### src/rtl/mmio_uart_tx_pkg.sv
// Shared definitions for the memory-mapped UART transmitter: register offsets,
// STATUS bit positions, serialiser states and the divisor clamp.
package mmio_uart_tx_pkg;

   // Register offsets from the window base
   localparam logic [31:0] OFF_TXDATA  = 32'h0000_0000;
   localparam logic [31:0] OFF_STATUS  = 32'h0000_0004;
   localparam logic [31:0] OFF_DIVISOR = 32'h0000_0008;

   // STATUS register bit positions
   localparam int unsigned ST_FULL     = 0;
   localparam int unsigned ST_EMPTY    = 1;
   localparam int unsigned ST_BUSY     = 2;
   localparam int unsigned ST_OVERFLOW = 3;
   localparam int unsigned ST_COUNT    = 8;

   // Bit of a STATUS write that clears the sticky overflow flag
   localparam int unsigned CLR_OVERFLOW_BIT = 3;

   // Baud divisor width and the smallest value that keeps the down-counter sane
   localparam int unsigned DIV_W   = 16;
   localparam logic [15:0] DIV_MIN = 16'd2;

   // Serialiser states
   typedef enum logic [1:0] {
      IDLE  = 2'd0,
      START = 2'd1,
      DATA  = 2'd2,
      STOP  = 2'd3
   } tx_state_t;

   // Divisor values below the minimum are stored as the minimum
   function automatic logic [15:0] clamp_div(input logic [15:0] value);
      return (value < DIV_MIN) ? DIV_MIN : value;
   endfunction

endpackage

### src/rtl/mmio_uart_tx_sync_fifo.sv
// Synchronous FIFO with first-word-fall-through read data. Pointers carry one
// extra wrap bit so full and empty are distinguishable without a separate count.
module mmio_uart_tx_sync_fifo #(
   parameter int unsigned WIDTH = 8,
   parameter int unsigned DEPTH = 8
) (
   input  logic                     clk,
   input  logic                     reset,
   input  logic                     push,
   input  logic [WIDTH-1:0]         wdata,
   input  logic                     pop,
   output logic [WIDTH-1:0]         rdata,
   output logic                     full,
   output logic                     empty,
   output logic [$clog2(DEPTH):0]   count
);

   localparam int unsigned AW = $clog2(DEPTH);

   logic [WIDTH-1:0] mem [DEPTH];
   logic [AW:0]      wr_ptr;
   logic [AW:0]      rd_ptr;
   logic             push_ok;
   logic             pop_ok;

   // A push into a full FIFO is dropped even if a pop happens in the same cycle
   assign push_ok = push & ~full;
   assign pop_ok  = pop & ~empty;

   assign empty = (wr_ptr == rd_ptr);
   assign full  = (wr_ptr[AW] != rd_ptr[AW]) && (wr_ptr[AW-1:0] == rd_ptr[AW-1:0]);
   assign count = wr_ptr - rd_ptr;
   assign rdata = mem[rd_ptr[AW-1:0]];

   // Pointer update; both pointers wrap naturally through the extra bit
   always_ff @(posedge clk or posedge reset) begin
      if (reset) begin
         wr_ptr <= '0;
         rd_ptr <= '0;
      end else begin
         if (push_ok) begin
            wr_ptr <= wr_ptr + 1'b1;
         end
         if (pop_ok) begin
            rd_ptr <= rd_ptr + 1'b1;
         end
      end
   end

   // Storage array; contents need no reset since empty masks them
   always_ff @(posedge clk) begin
      if (push_ok) begin
         mem[wr_ptr[AW-1:0]] <= wdata;
      end
   end

endmodule

### src/rtl/mmio_uart_tx.sv
// Memory-mapped 8N1 UART transmitter. Stores to TXDATA queue bytes in a FIFO,
// a serialiser FSM shifts them out LSB first, and STATUS/DIVISOR are readable
// combinationally so firmware can poll the transmitter.
module mmio_uart_tx #(
   parameter logic [31:0] BASE_ADDR    = 32'hFFFF_0000,
   parameter int unsigned CLKS_PER_BIT = 16,
   parameter int unsigned FIFO_DEPTH   = 8
) (
   input  logic        clk,
   input  logic        reset,
   input  logic        MemWrite,
   input  logic [31:0] DataAdr,
   input  logic [31:0] WriteData,
   output logic [31:0] ReadData,
   output logic        hit,
   output logic        tx,
   output logic        tx_busy
);

   import mmio_uart_tx_pkg::*;

   localparam int unsigned AW = $clog2(FIFO_DEPTH);
   localparam int unsigned CW = AW + 1;
   localparam logic [15:0] DIV_RESET = 16'(CLKS_PER_BIT);

   // Address decode
   logic [31:0] offset;
   logic        sel_txdata;
   logic        sel_status;
   logic        sel_divisor;
   logic        wr_txdata;
   logic        wr_status;
   logic        wr_divisor;

   // Control registers
   logic [15:0] divisor;
   logic        overflow;
   logic [31:0] status;

   // FIFO interface
   logic [7:0]    fifo_rdata;
   logic          fifo_full;
   logic          fifo_empty;
   logic [CW-1:0] fifo_count;
   logic [CW-1:0] count_next;
   logic          push_ok;
   logic          pop;

   // Serialiser state
   tx_state_t   state;
   logic [15:0] cnt;
   logic [15:0] div_lat;
   logic [7:0]  shreg;
   logic [2:0]  bit_idx;
   logic        line;
   logic        stop_done;
   logic        frame_slot;
   logic        next_idle;

   logic unused_wdata;
   assign unused_wdata = ^WriteData[31:16];

   assign offset      = DataAdr - BASE_ADDR;
   assign sel_txdata  = (offset == OFF_TXDATA);
   assign sel_status  = (offset == OFF_STATUS);
   assign sel_divisor = (offset == OFF_DIVISOR);
   assign hit         = sel_txdata | sel_status | sel_divisor;

   assign wr_txdata  = MemWrite & sel_txdata;
   assign wr_status  = MemWrite & sel_status;
   assign wr_divisor = MemWrite & sel_divisor;

   mmio_uart_tx_sync_fifo #(
      .WIDTH (8),
      .DEPTH (FIFO_DEPTH)
   ) u_fifo (
      .clk   (clk),
      .reset (reset),
      .push  (wr_txdata),
      .wdata (WriteData[7:0]),
      .pop   (pop),
      .rdata (fifo_rdata),
      .full  (fifo_full),
      .empty (fifo_empty),
      .count (fifo_count)
   );

   // A new frame can begin from IDLE or in the last cycle of a stop bit
   assign stop_done  = (state == STOP) && (cnt == '0);
   assign frame_slot = (state == IDLE) | stop_done;
   assign pop        = frame_slot & ~fifo_empty;
   assign next_idle  = frame_slot & fifo_empty;

   // Occupancy after this edge, so tx_busy tracks the next-state view
   assign push_ok    = wr_txdata & ~fifo_full;
   assign count_next = fifo_count + {{(CW-1){1'b0}}, push_ok} - {{(CW-1){1'b0}}, pop};

   // Divisor and sticky overflow registers
   always_ff @(posedge clk or posedge reset) begin
      if (reset) begin
         divisor  <= DIV_RESET;
         overflow <= 1'b0;
      end else begin
         if (wr_divisor) begin
            divisor <= clamp_div(WriteData[15:0]);
         end
         if (wr_txdata && fifo_full) begin
            overflow <= 1'b1;
         end else if (wr_status && WriteData[CLR_OVERFLOW_BIT]) begin
            overflow <= 1'b0;
         end
      end
   end

   // STATUS word assembly
   always_comb begin
      status                 = '0;
      status[ST_FULL]        = fifo_full;
      status[ST_EMPTY]       = fifo_empty;
      status[ST_BUSY]        = tx_busy;
      status[ST_OVERFLOW]    = overflow;
      status[ST_COUNT +: CW] = fifo_count;
   end

   // Combinational register read; TXDATA and misses read as zero
   always_comb begin
      ReadData = '0;
      if (sel_status) begin
         ReadData = status;
      end else if (sel_divisor) begin
         ReadData = {16'h0000, divisor};
      end
   end

   // Line level implied by the current state; registered into tx one cycle later
   always_comb begin
      line = 1'b1;
      unique case (state)
         START:   line = 1'b0;
         DATA:    line = shreg[0];
         default: line = 1'b1;
      endcase
   end

   // Serialiser FSM: every segment lasts div_lat cycles via a down-counter
   always_ff @(posedge clk or posedge reset) begin
      if (reset) begin
         state   <= IDLE;
         cnt     <= '0;
         div_lat <= DIV_RESET;
         shreg   <= '0;
         bit_idx <= '0;
         tx      <= 1'b1;
         tx_busy <= 1'b0;
      end else begin
         tx      <= line;
         tx_busy <= ~next_idle | (count_next != '0);
         unique case (state)
            IDLE: begin
               if (!fifo_empty) begin
                  state   <= START;
                  shreg   <= fifo_rdata;
                  div_lat <= divisor;
                  cnt     <= divisor - 16'd1;
               end
            end
            START: begin
               if (cnt == '0) begin
                  state   <= DATA;
                  cnt     <= div_lat - 16'd1;
                  bit_idx <= '0;
               end else begin
                  cnt <= cnt - 16'd1;
               end
            end
            DATA: begin
               if (cnt == '0) begin
                  cnt     <= div_lat - 16'd1;
                  shreg   <= {1'b0, shreg[7:1]};
                  bit_idx <= bit_idx + 3'd1;
                  if (bit_idx == 3'd7) begin
                     state <= STOP;
                  end
               end else begin
                  cnt <= cnt - 16'd1;
               end
            end
            STOP: begin
               if (cnt == '0) begin
                  // Chain straight into the next frame when data is waiting
                  if (!fifo_empty) begin
                     state   <= START;
                     shreg   <= fifo_rdata;
                     div_lat <= divisor;
                     cnt     <= divisor - 16'd1;
                  end else begin
                     state <= IDLE;
                  end
               end else begin
                  cnt <= cnt - 16'd1;
               end
            end
         endcase
      end
   end

endmodule

### config.mk
export PLATFORM = sky130hd
export DESIGN_NAME = mmio_uart_tx
export DESIGN_NICKNAME = d
export VERILOG_FILES = /design/src/rtl/mmio_uart_tx_pkg.sv /design/src/rtl/mmio_uart_tx_sync_fifo.sv /design/src/rtl/mmio_uart_tx.sv
export SDC_FILE = /design/constraint.sdc
export NUM_CORES = 1
export LEC_CHECK = 0
export ABC_AREA = 0
export ABC_CLOCK_PERIOD_IN_PS = 6900
export CORE_ASPECT_RATIO = 0.9
export CORE_MARGIN = 3
export CORE_UTILIZATION = 59
export DETAILED_ROUTE_END_ITERATION = 10
export GPL_TIMING_DRIVEN = 0
export PLACE_DENSITY_LB_ADDON = 0.1
export SLEW_MARGIN = 20
export SYNTH_ARGS = -nofsm -noshare
export SYNTH_HDL_FRONTEND = slang
export SYNTH_SLANG_ARGS = --single-unit
### constraint.sdc
create_clock -name clk -period 6.9 [get_ports clk]
set_input_delay 1.38 -clock clk [delete_from_list [all_inputs] [get_ports clk]]
set_output_delay 1.38 -clock clk [all_outputs]
set_load 0.005 [all_outputs]
[After elaboration in Yosys (flattened, before gate mapping)]
Memory sizes are Yosys's and may differ from the RTL's.
Cells that the tools add are included.
Word-level totals
  register bits after elaboration: 72
  bits in latches: 0
  RAM bits: 64
  bits in read-only memories: 0
  input port bits: 67
  output and inout bits: 35
  word-level logic and storage cells: 97
  memories: 1
Memory list
  u_fifo.mem: depth 8, bits a word 8, read ports 1, clocked after memory_dff 0, write ports 1, line mmio_uart_tx_sync_fifo.sv:20  | logic [WIDTH-1:0] mem [DEPTH];
Operators by class
  add/subtract/negate cells: 10
  multiply operators: 0
  div/mod/pow operators: 0
  order comparisons: 1
  equal/unequal tests: 14
  shifts and indexed selects: 0
  muxes and demuxes: 29
  bitwise gates (word level): 14
  reductions and logical operators: 17
Operator list (number)
  $mux W16: 8
  $pmux W16 S3: 1
  $sub A16 B1 Y16 const B: 3
  $eq A32 B3 Y1 const B: 1
  $eq A32 B4 Y1 const B: 1
  $logic_not A32 Y1: 1
  $pmux W16 S2: 1
  $sub A32 B32 Y32 const B: 1
  $mux W8: 3
  $pmux W8 S3: 1
  $logic_not A16 Y1: 1
  $lt A16 B2 Y1 const B: 1
  $mux W2: 5
  $add A4 B1 Y4 const B: 2
  $ne A2 B2 Y1 const B: 4
  $pmux W2 S4: 1
  $and A1 B1 Y1: 7
  $mux W3: 2
  $pmux W3 S2: 1
  $reduce_and A3 Y1: 2
  $reduce_bool A2 Y1: 3
  $mux W1: 5
  $reduce_and A5 Y1: 1
  $add A4 B1 Y4: 1
  other kinds (19): 28

[Logic depth before layout (Yosys ltp)]
Gate-level depths: netlist of the first run.
  word-level depth: 8
  gate-level depth with buffers: 16
  depth with buffers taken out: 14

[Cells and area by module]
Synthesis of the first run repeated with hierarchy kept, for this count alone.
Second synthesis, totals
  cells, all modules: 659
  area, all modules: 7435.9 um^2
By module, submodules not included
  mmio_uart_tx: instances 1, cells each 491, area an instance 4441.8 um^2, sequential area each 1605.3 um^2
  mmio_uart_tx_sync_fifo: instances 1, cells each 168, area an instance 2994.1 um^2, sequential area each 2122.0 um^2

[Worst setup path after synthesis of the first run]
No wires, ideal clock.
  path kind: in2out
  start: in DataAdr[1]
  end: out ReadData[12]
  arrival time: 2.927 ns
  required time: 5.520 ns
  setup slack: 2.593 ns
  cell stages on the path: 5
  buffers on the path: 1
  cell sequence: nand4b_1 > or4_1 > nor4b_4 > clkbuf_1 > and2_1
On the way
  cells in the longest elaborated chain, start to end: 4
  elaborated cells between the ends (all ways): 5
  those cells by class: add/sub: 1; eq/ne: 2; mux: 2
RTL lines
  start: declaration: line mmio_uart_tx.sv:12  | input logic [31:0] DataAdr,
  $sub A32 B32 Y32 (*): line mmio_uart_tx.sv:63  | assign offset = DataAdr - BASE_ADDR;
  $eq A32 B4 Y1: line mmio_uart_tx.sv:66  | assign sel_divisor = (offset == OFF_DIVISOR);
  $mux W16: line mmio_uart_tx.sv:130  | end else if (sel_divisor) begin
  $mux W16 (*): line mmio_uart_tx.sv:128  | if (sel_status) begin
  end: declaration: line mmio_uart_tx.sv:14  | output logic [31:0] ReadData,
Mark *: on every way between the ends. The rest lies on a longest branch, timed or not.

[Worst setup path in the final report of the first run]
  start: in DataAdr[30]
  end: out ReadData[0]
The elaborated chain is that of the path after synthesis.

==> run metrics, run 1 <==
run status completed; clock tree from TritonCTS done; Overflow after GRT 0; EDFF count, synth 64; placed cell count 881; CP Buf/Inv Count 3; final sum of negative setup slack 0 ns; fmax 171 MHz; number of endpoints failing setup at the final stage 0; total power consumption of the routed design 1.77 mW; insertion delay of the later-clocked pin in the worst-skew pair 0.43 ns; number of buffers on the longest clock path 2; worst setup path class input port to output pin; fraction of final layout cells with drive strength greater than 1 0.160; worst reg2reg path depth 14; top area cells in the synthesized netlist edfxtp_1 (27%), dfrtp_1 (24%), mux4_2 (5.0%), mux2_2 (4.5%), nand2_1 (3.5%); I/O Pins 102; setup slack on the worst flop-to-flop path 2.69 ns; number of input and output port buffers inserted 69; vias per cell 6.07; critical path, cell by cell clkdlybuf4s50_1, nand4_1, or4_1, nor4b_4, clkbuf_1, nand2_1, o21ai_0, clkdlybuf4s50_1; Yosys warning count 0; core region area 0.0117 sq mm; async set-reset flop share out of synthesis 0.529; CTS resizes 0; endpoint of the most critical register-to-register path tx_busy; maxcap violations 0; Most used DFF post-synth dfrtp_1; area of the mapped netlist just over 0.007 sq mm; cell type with the largest total area after synthesis edfxtp_1; length of the first detailed-routing pass in iterations 5; height of the die 111 um; number of cells produced by synthesis 640; actual slew at the worst max-slew pin between 0.8 and 0.9 ns; root buf cell clkbuf_16; critical path peak fanout 10; min-delay src bit_idx[2]; cell type group with the largest total delay on the critical path buffers and inverters; cts bufs inserted 17; dpl hpwl 13200 um; DRC violations left 0; max-slew violation count 0; final count of hold timing violations 0; hold-critical path depth 2; Final GP Congestion 0.907; type of the most critical hold path flip-flop to flip-flop; Hold Worst Slack slightly below 0.5 ns; required time at the worst-slack endpoint 5.52 ns; mean instance size in the synthesized netlist 11.3 sq um; flops & latches, synth 136; total clock sinks 136; Worst Setup Slack, final approximately 1.0 ns; standard-cell row count 37; number of antenna violations at the first check in global routing 0; maximum clock skew at final layout 0.00984 ns; final std cells w/o fill 913; worst-case vdd ir drop 0.174 mV; Critical-path top delay cell or4_1; portion of the clock cycle consumed by the worst path in the final layout 0.849; cell seen most often among critical-path stages clkdlybuf4s50_1; proportion of netlist area held by the largest area contributor 0.265; proportion of synthesized chip area in sequential cells 0.514; CP Data Arrival Time 4.48 ns; pre-CTS WS 1.11 ns; number of fill cells ~760; clock-pin transition on the worst setup and hold timing paths ~0.060 ns; wire length after detailed routing 18400 um; # H-tree levels 4; Layout Area Growth over Synthesis 21.2%; destination of the worst hold path bit_idx[2]; power per unit of standard cell area 201 mW/mm^2; nature of the critical path startpoint input port; cell leakage power 3.51 nW; number of global-route vias before repair 5354; average wire length per cell after detail routing 20.1 um; distinct cell type count of the synthesized netlist a little over 60; combined global-route utilization of all metal layers 0.283; largest net degree at the start of global routing 58; Worst Setup End Kind output pin; antenna cell count 0; effective utilization at floorplan 0.619; global-route wire length before repair 29100 um; Crit Reg-Reg Startpoint u_fifo.rd_ptr[1]; CTS Hold Buffers Added 0; post-CTS setup buffers 0; die area about 0.014 sq mm; Die X-Extent between 100 and 150 um; Final ANT Viol Nets 0; highest cell delay on the worst timing path 0.69 ns; Tmin final 5.86 ns; setup repair after global routing missed its margin false; violation count after the first detailed-route iteration roughly 590; Max transition margin 0.445; detailed-route via count between 5000 and 6000; fin nets 832
## logic make-up after synthesis
logic type,count (synthesis),synth area share
mux,48,0.0989
buf+inv,71,0.0468
compound gates,118,0.103
simple gates,203,0.147
fa+ha+maj,21,0.0383
xor+xnor,42,0.0507
other cells,1,0.000517
flops,136,0.514
## cell usage after synthesis, types with 18 or more instances
cell and instances:
o21ai_0 30, buf_4 18, dfrtp_1 69, nand2_1 68, xnor2_1 25, nor2_1 43, edfxtp_1 64, ha_1 19
inv_1 21, clkbuf_1 27, mux2_2 29, a21oi_1 38
## how the worst max path moves through the flow
stage	cells after the start	endpoint	start
finish	8	ReadData[0]	DataAdr[30]
floorplan	5	ReadData[12]	DataAdr[1]
global route	8	ReadData[8]	DataAdr[30]
global placement	8	ReadData[8]	DataAdr[31]
CTS	8	ReadData[0]	DataAdr[30]
detailed placement	8	ReadData[0]	DataAdr[30]
## layout by cell type, fill, tap and decap left out, types with 8 or more instances in the layout
cell type        instances
edfxtp_1                64
clkbuf_16               17
ha_1                    19
and2_1                   9
clkdlybuf4s50_1         69
nand2_1                 68
dfrtp_1                 69
clkbuf_1                27
a22oi_1                  8
conb_1                  16
nor3_1                  10
o22ai_1                  8
inv_1                   20
mux2_2                  29
or4_1                   11
nor4_1                  14
buf_4                   18
mux4_2                  16
o21ai_0                 30
xor2_1                  17
a21oi_1                 38
xnor2_1                 25
nor2_1                  43
## metal layers
layer  GRT usage  part of all wire  vias up
li1            -                 -     2532
met3      0.0643             0.093       31
met4      0.0776             0.019        0
met5           0                 0        -
met1       0.421              0.44     2712
met2       0.419              0.45      265
## stage by stage
step / util / cell area, sq um
after floorplan: - / 7310
after global placement: 0.699 / 8190
after detailed placement: 0.703 / 8230
after CTS: 0.751 / 8790
after global routing: 0.751 / 8790
final: 0.751 / 8790
## area by class of cell
| cell class | instances | area, sq um | area share |
|---|---|---|---|
| inverter | 22 | 85.1 | 0.00968 |
| clock inverter | 15 | 133 | 0.0151 |
| multi-input combinational | 448 | 3250 | 0.370 |
| timing repair buffer | 70 | 718 | 0.0817 |
| clock buffer | 17 | 425 | 0.0484 |
| sequential | 136 | 3730 | 0.424 |
| tap | 156 | 195 | 0.0222 |
| buffer | 49 | 256 | 0.0292 |
## report_power, final
group	internal (mW)	switching (mW)	total [mW]	leakage (nW)
logic	0.0338	0.0268	0.0607	1.79
registers	0.850	0.0000000404	0.850	1.46
clock network	0.474	0.387	0.861	0.266
## flip-flops by register name (all words and copies together), names as in the netlist
register	flops
div_lat	16
shreg	8
divisor	16
u_fifo.wr_ptr	4
u_fifo.mem	64
tx_busy	1
u_fifo.rd_ptr	4
overflow	1
cnt	16
tx	1
bit_idx	3
state	2
## worst register-to-register path: cells and delay by family, from the launching register on
family                   cells  cell delay, ns
XOR/XNOR                     1            0.17
flip-flops                   1            0.36
AND/OR/NAND/NOR              5            1.06
buffers and inverters        4            1.25
adder cells (fa/ha/maj)      4            1.24
Note: power is estimated with default switching activity, not from simulation.
==> run 2, diff against run 1 <==
--- a/config.mk
+++ b/config.mk
@@ -6,10 +6,10 @@
 export NUM_CORES = 1
 export LEC_CHECK = 0
 export ABC_AREA = 0
-export ABC_CLOCK_PERIOD_IN_PS = 6900
+export ABC_CLOCK_PERIOD_IN_PS = 6100
 export CORE_ASPECT_RATIO = 0.9
 export CORE_MARGIN = 3
-export CORE_UTILIZATION = 59
+export CORE_UTILIZATION = 55
 export DETAILED_ROUTE_END_ITERATION = 10
 export GPL_TIMING_DRIVEN = 0
 export PLACE_DENSITY_LB_ADDON = 0.1
==> constraint.sdc (replaced) <==
create_clock -name clk -period 6.1 [get_ports clk]
set_input_delay 1.22 -clock clk [delete_from_list [all_inputs] [get_ports clk]]
set_output_delay 1.22 -clock clk [all_outputs]
set_load 0.005 [all_outputs]
==> run 2 against run 1 <==
  * Routed wire length shrank 1.4%
  * Flip-flop and latch count did not move
  * Clock power grew 17%
  * Clock skew is 0.0035 ns lower
  * Critical path depth stayed put
  * Utilization shrank 6.0 points
  * Via count shrank 0.61%
  * Non-clock buffer count unchanged
  * Largest power group unchanged
==> run metrics, run 2 (synthesis gave the netlist of run 1 again) <==
die area 0.0146 sq mm (+6.9%); endpoint of the most critical register-to-register path tx_busy; actual slew at the worst max-slew pin 0.816 ns (-0.0139 ns); worst-case vdd ir drop 0.261 mV (+50%); max reg flops 64 (unchanged); share of power burned in registers 0.471 (-0.009); DRC violations left 0 (unchanged); number of endpoints failing setup at the final stage 0 (unchanged); number of antenna violations at the first check in global routing 0 (unchanged); fraction of final layout cells with drive strength greater than 1 0.159 (-0.00132); max-slew violation count 0 (unchanged); Max transition margin 0.454 (+0.00928); wire length after detailed routing 18100 um (-1.4%); run status completed; CTS Hold Buffers Added 0 (unchanged); Internal 1.58 mW (+16%); type of the most critical hold path flip-flop to flip-flop; hold-critical path depth 2 (unchanged); effective utilization at floorplan 0.567 (-0.0519); CP Data Arrival Time 4.23 ns (-0.25 ns); standard-cell row count 39 (+5.4%); fin nets 832 (unchanged); Worst Setup End Kind output pin; nature of the critical path startpoint input port; final count of hold timing violations 0 (unchanged); CTS resizes 0 (unchanged); combined global-route utilization of all metal layers 0.264 (-0.0186); total clock sinks 136 (unchanged); Tmin final 5.45 ns; destination of the worst hold path shreg[1]; number of global-route vias before repair 5450 (+1.8%); average wire length per cell after detail routing 19.7 um (-2.3%); clock-pin transition on the worst setup and hold timing paths 0.06 ns (about the same); vias per cell 5.98 (-1.5%); min-delay src shreg[1]; number of fill cells 935 (+24%); sequential cell area 0.00373 sq mm (unchanged); setup slack on the worst flop-to-flop path 1.89 ns (-0.80 ns); cts bufs inserted 17 (unchanged); Multi-input gate area 0.00325 sq mm (unchanged); insertion delay of the later-clocked pin in the worst-skew pair 0.43 ns (about the same); clock tree from TritonCTS done; critical path peak fanout 10 (unchanged); largest net degree at the start of global routing 56 (-3.4%); power per unit of standard cell area 231 mW/mm^2 (+15%); detailed-route via count 5506 (-0.61%); Clock Power Share 0.496 (+0.010); Layout Area Growth over Synthesis 21.7%; number of input and output port buffers inserted 69 (unchanged); length of the first detailed-routing pass in iterations 5 (unchanged); total power consumption of the routed design 2.04 mW (+15%); share of power burned in combinational logic 0.034 (about the same); worst setup path class input port to output pin; root buf cell clkbuf_16; final sum of negative setup slack 0 ns (unchanged); Overflow after GRT 0 (unchanged); switching power 464 uW (+12%); # H-tree levels 4 (unchanged); cell leakage power 3.53 nW (+0.57%); core region area 0.0128 sq mm (+9.2%); top library cells by usage in the layout, fill and taps aside dfrtp_1 (69), clkdlybuf4s50_1 (69), nand2_1 (68), edfxtp_1 (64), nor2_1 (43); maxcap violations 0 (unchanged); maximum clock skew at final layout 0.00634 ns (-0.00350 ns); setup repair after global routing missed its margin false; antenna cell count 0 (unchanged); switch share 0.227 (-0.00642); I/O Pins 102 (unchanged); portion of the clock cycle consumed by the worst path in the final layout 0.893; fmax 184 MHz; Final ANT Viol Nets 0 (unchanged); dpl hpwl 13200 um (about the same); global-route wire length before repair 29300 um (+0.71%); post-CTS setup buffers 0 (unchanged); Crit Reg-Reg Startpoint u_fifo.rd_ptr[1]; number of buffers on the longest clock path 2 (unchanged); Die X-Extent 127 um (+3.4%); height of the die 115 um (+3.4%); required time at the worst-slack endpoint 4.88 ns (-0.64 ns); Final GP Congestion 0.901 (-0.68%); violation count after the first detailed-route iteration 487 (-18%); worst reg2reg path depth 14 (unchanged)
## run 2: worst max-delay path, cell delays in order
cell and delay (ns):
clkdlybuf4s50_1 0.46, nand4_1 0.09, or4_1 0.70, nor4b_4 0.59
clkbuf_1 0.35, nand2_1 0.09, o21ai_0 0.15, clkdlybuf4s50_1 0.57
## run 2: how the worst max path moves through the flow
| stage | start | end | slack [ns] | depth (start not counted) |
|---|---|---|---|---|
| 3_5_place_dp | DataAdr[31] | ReadData[0] | 0.68 | 8 |
| 4_1_cts | DataAdr[31] | ReadData[0] | 0.68 | 8 |
| 2_1_floorplan | DataAdr[1] | ReadData[12] | 2.11 | 5 |
| 3_3_place_gp | DataAdr[31] | ReadData[0] | 0.68 | 8 |
| 6_report | DataAdr[31] | ReadData[0] | 0.65 | 8 |
| 5_1_grt | DataAdr[31] | ReadData[0] | 0.50 | 8 |
## run 2: area by class of cell
cell class | count | area share
flip-flops and latches | 136 | 0.422
multi-input cells | 448 | 0.368
repair buffers | 70 | 0.0814
clock buffers | 17 | 0.0482
plain buffers | 49 | 0.0291
well taps | 164 | 0.0233
clock inverters | 15 | 0.0176
inverters | 22 | 0.00964
## run 2: metal layers
layer  global-route usage  up-vias  wire [um]
met5                    0        -          0
met4               0.0865        0        310
met3               0.0697       28       1580
met2                0.404      262       8190
met1                0.373     2677       8020
li1                     -     2539          -
## run 2: power groups by stage
| stage | clock network, mW | registers (mW) | logic (mW) |
|---|---|---|---|
| final | 1.01 | 0.961 | 0.0684 |
| after global routing | 1.07 | 0.961 | 0.0746 |
| after CTS | 1.02 | 0.961 | 0.0686 |
| after detailed placement | 0 | 0.979 | 0.0683 |
| after global placement | 0 | 0.979 | 0.0643 |
| after floorplan | 0 | 0.979 | 0.0193 |
## run 2: through the flow
stage | std cells | util | instance area [sq um] | hold slack, ns | setup slack [ns]
2_1_floorplan | 655 | - | 7310 | 0.443 | 2.11
3_3_place_gp | 888 | 0.642 | 8200 | 0.459 | 0.684
3_5_place_dp | 889 | 0.645 | 8240 | 0.475 | 0.680
4_1_cts | 921 | 0.690 | 8820 | 0.489 | 0.678
5_1_grt | 921 | 0.690 | 8820 | 0.526 | 0.495
6_report | 921 | 0.690 | 8820 | 0.483 | 0.655
==> patch 1, RTL diff (flow settings as in run 2) <==
Set the parameter `FIFO_DEPTH` to 16 (it was 8).
--- a/src/rtl/mmio_uart_tx.sv
+++ b/src/rtl/mmio_uart_tx.sv
@@ -4,7 +4,7 @@
 module mmio_uart_tx #(
    parameter logic [31:0] BASE_ADDR    = 32'hFFFF_0000,
    parameter int unsigned CLKS_PER_BIT = 16,
-   parameter int unsigned FIFO_DEPTH   = 8
+   parameter int unsigned FIFO_DEPTH   = 16
 ) (
    input  logic        clk,
    input  logic        reset,
Check against the original RTL: not equivalent (Yosys sat finds a counterexample within 10 cycles, from zero or initial values and one cycle with reset high).
==> patch 1 against run 2 <==
Count of clock-buffer cells in the layout grew 8; setup slack lost 0.055 ns; area after synthesis grew 37%; highest routed layer unchanged; final area rose by 34%; total power rose by 40%; routed wire length increased by 31%; sequential cell count is 66 higher; combinational power up 11%; fmax shrank 1.0%; critical path depth grew 2; first-iteration DRC count grew 26%; core utilization shrank 2.5 points.
==> patch 1: results <==
drt:
  route.met2.wl_um: 10800
  first_iter_violations: 612
  met1Wirelength_um: 10500
  dr_wl_met3_um: 2080
  drt_wl_total_um: 23700
  routed_via_density: 5.97
finish:
  drive_gt1_share_pct: 16.5
  fill_cells: 1318
  largest_register_ffs: 128
  final_nets: 964
logic_synthesis:
  ys.flop_type: "edfxtp_1"
  yosys-top-cells-count: "edfxtp_1, dfrtp_1, nor2_1"
  yosys-top-cells-area: "edfxtp_1, dfrtp_1, mux4_2, ha_1, xnor2_1"
  synthDistinctLibCells: 72
  synthArstFlopShare_pct: 36.6
worst_setup_path:
  crit_family: "buffers and inverters"
  arrival_ns: 4.28
  slowest_stage: "clkdlybuf4s50_1"
  worstPathMaxFanout: 10
  cpPeakStageDelay_ns: 0.54
clock_network:
  cts_made_buffers: 21
  cts_buffer_depth: 3
  cts_max_level: 1
  clk_latency_ns: 0.49
  post_cts_buffers: 0
run_status:
  status: "completed"
placed_design:
  gp_congestion: 0.902
  hpwlAfterDp_um: 16800
  dp_slack_ns: 0.721
timing:
  fmax_ghz: 0.182
  skew_ns: 0.0195
  slew_headroom_pct: 38.6
die:
  row_count: 46
grt:
  grt_pass1_vias: 6650
  grtUsageTotal_pct: 24.2
  antenna_found_initial: 0
  overflow: 0
  grt_pass1_wl_um: 37000
  grt_max_degree: 56
power:
  p_leak_uw: 0.00453
[patch 1: cells by family (layout without fill, tap and decap cells)]
kind of cell / after synthesis / in the layout / share of synthesized area (%)
mux: 66 / 66 / 11.4
buf+inv: 76 / 184 / 3.61
flops: 202 / 202 / 57.2
fa+ha+maj: 26 / 26 / 3.41
xor+xnor: 54 / 54 / 4.90
other cells: 1 / 16 / 0.0376
compound gates: 121 / 121 / 8.11
simple gates: 216 / 216 / 11.3
[patch 1: area by class of cell]
class                      instances  share of cell area (%)
buffer                            46                    2.11
clock buffer                      25                    4.67
clock inverter                    12                    1.41
inverter                          29                   0.944
multi-input combinational        499                    33.8
sequential                       202                    48.3
tap                              240                    2.55
timing repair buffer              72                    6.22
[patch 1: final timing paths]
| kind | startpoint | end | cells past startpoint |
|---|---|---|---|
| setup / recovery | u_fifo.rd_ptr[2]$_DFFE_PP0P_ | ReadData[1] | 10 |
| hold / removal | shreg[0]$_DFFE_PP0P_ | tx$_DFF_PP1_ | 2 |
| max in group asynchronous | reset | divisor[4]$_DFFE_PP1P_ | 3 |
| hold reg to reg | shreg[0]$_DFFE_PP0P_ | tx$_DFF_PP1_ | 2 |
| min in group asynchronous | reset | u_fifo.wr_ptr[3]$_DFFE_PP0P_ | 2 |
| setup reg to reg | u_fifo.rd_ptr[2]$_DFFE_PP0P_ | tx_busy$_DFF_PP0_ | 15 |
[patch 1: layer usage]
| layer | global-route usage (%) | vias up |
|---|---|---|
| li1 | - | 3055 |
| met1 | 36.5 | 3347 |
| met2 | 37.5 | 286 |
| met3 | 5.03 | 27 |
| met4 | 3.80 | 0 |
| met5 | 0 | - |
[patch 1: where the power goes]
group / leakage (uW) / switching [uW] / internal [uW]
sequential: 0.00206 / 0.0000378 / 1460
combinational: 0.00212 / 37.8 / 38.3
clock: 0.000346 / 518 / 815
total: 0.00453 / 556 / 2310
[patch 1: worst reg2reg max path, delay by kind of cell, from the launching register on]
family / cells / cell delay (ns)
XOR/XNOR: 1 / 0.17
adder cells (fa/ha/maj): 4 / 1.34
AND/OR/NAND/NOR: 5 / 1.80
buffers and inverters: 5 / 1.15
flip-flops: 1 / 0.32
[patch 1: per-stage QoR]
stage | total power, uW | util (%) | hold WS, ns | cell area [um2] | instances
finish | 2870 | 66.5 | 0.496 | 11800 | 1125
global route | 2940 | 66.5 | 0.550 | 11800 | 1125
CTS | 2890 | 66.6 | 0.506 | 11800 | 1126
detailed placement | 1560 | 62.5 | 0.491 | 11100 | 1089
global placement | 1560 | 62.1 | 0.478 | 11000 | 1086
floorplan | 1510 | - | 0.457 | 10000 | 777
==> patch 2, RTL diff (settings of run 2) <==
Made on the original files. Encoding of `tx_state_t`: now one-hot (4 bits for 4 states).
--- a/src/rtl/mmio_uart_tx_pkg.sv
+++ b/src/rtl/mmio_uart_tx_pkg.sv
@@ -22,11 +22,11 @@
    localparam logic [15:0] DIV_MIN = 16'd2;
 
    // Serialiser states
-   typedef enum logic [1:0] {
-      IDLE  = 2'd0,
-      START = 2'd1,
-      DATA  = 2'd2,
-      STOP  = 2'd3
+   typedef enum logic [3:0] {
+      IDLE  = 4'b0001,
+      START = 4'b0010,
+      DATA  = 4'b0100,
+      STOP  = 4'b1000
    } tx_state_t;
 
    // Divisor values below the minimum are stored as the minimum
Check against the original RTL: no difference found for any inputs over 10 cycles, from zero or initial values and one cycle with reset high; not proved beyond that.
==> patch 2 against run 2 <==
Area after synthesis up 4.3%; largest power group unchanged; highest routed layer unchanged; routed wire length up 11%; die area is 4.1% higher; worst hold slack got worse by 0.0019 ns; final area up 3.9%; synthesized cell count is 0.63% lower; sequential cell count rose by 2; total power rose by 3.1%; setup slack worse by 0.072 ns; sequential share of layout area fell by 1.0 points.
==> patch 2: results <==
power:
  powerClk_uw: 1060
  p_leak_uw: 0.00370
  p_int_uw: 1630
  finalPower_uw: 2110
  vdd_ir_drop_max_mv: 0.268
drt:
  first_iter_violations: 574
  met1Wirelength_um: 8850
  dr_wl_met3_um: 1500
  routed_via_density: 6.28
  drt_wl_total_um: 20100
  route.met2.wl_um: 9360
  drtPass1Iterations: 5
logic_synthesis:
  synthArstFlopShare_pct: 53.6
  avgSynthCellArea_um2: 11.9
  ys_seq_area_share_pct: 50.0
  yosys-top-cells-count: "dfrtp_1, edfxtp_1, a21oi_1, clkbuf_1, nand2_1"
  yosys_warnings: 0
  yosys-top-cells-area: "edfxtp_1, dfrtp_1, mux4_2, mux2_2, mux2i_1"
  synthDistinctLibCells: 77
worst_setup_path:
  cpPeakStageDelay_ns: 0.84
  crit_family: "buffers and inverters"
  startpoint: "u_fifo.rd_ptr[1]$_DFFE_PP0P_"
  arrival_ns: 4.30
  slowest_stage: "nor2_1"
  crit_end: "ReadData[1]"
  worstRegToRegCells: 16
  worst-r2r-setup-slack_ns: 1.32
timing:
  worstMarginPinSlew_ns: 1.05
  period_share_pct: 90.5
  holdWs_ns: 0.482
  skew_ns: 0.00836
grt:
  grt_max_degree: 51
  grt_pass1_vias: 5617
  use_met3_pct: 6.31
  use_met1_pct: 39.7
  grt_pass1_wl_um: 31500
  grtUsageMet2_pct: 42.8
  grtUsageTotal_pct: 27.7
hold_path:
  hold_end: "bit_idx[1]$_DFFE_PP0P_"
  min_from: "bit_idx[1]$_DFFE_PP0P_"
finish:
  diodes: 0
  drive_gt1_share_pct: 18.1
  final_nets: 823
placed_design:
  dpl_cell_area_um2: 8560
  hpwlAfterDp_um: 14300
  gp_congestion: 0.987
  dp_slack_ns: 0.885
die:
  dieArea_um2: 15200
run_status:
  status: "completed"
patch 2: cell types whose count changed after synthesis, moves of 9 or more:
cell            run 2  this run
a21oi_1            38        27
mux2i_1             3        20
nand2_1            68        27
nand4_1             7        16
nor2_1             43        26
nor3_1             12        24
o21ai_0            30        20
patch 2: cell type report:
type | instances | area (um2)
buffer | 52 | 273
multi-input combinational | 444 | 3520
clock buffer | 17 | 425
tap | 168 | 210
timing repair buffer | 70 | 718
clock inverter | 15 | 176
sequential | 138 | 3780
fill | 999 | 4250
inverter | 17 | 66.3
patch 2: cells by family after synthesis:
group / Yosys count / share of synthesized area, %
AO/OA/AOI/OAI: 117 / 10.8
XOR/XNOR: 37 / 4.47
adder cells (fa/ha/maj): 16 / 2.84
buffers and inverters: 69 / 4.45
flip-flops: 138 / 50.0
multiplexers: 67 / 12.4
other: 1 / 0.0496
AND/OR/NAND/NOR: 191 / 15.0
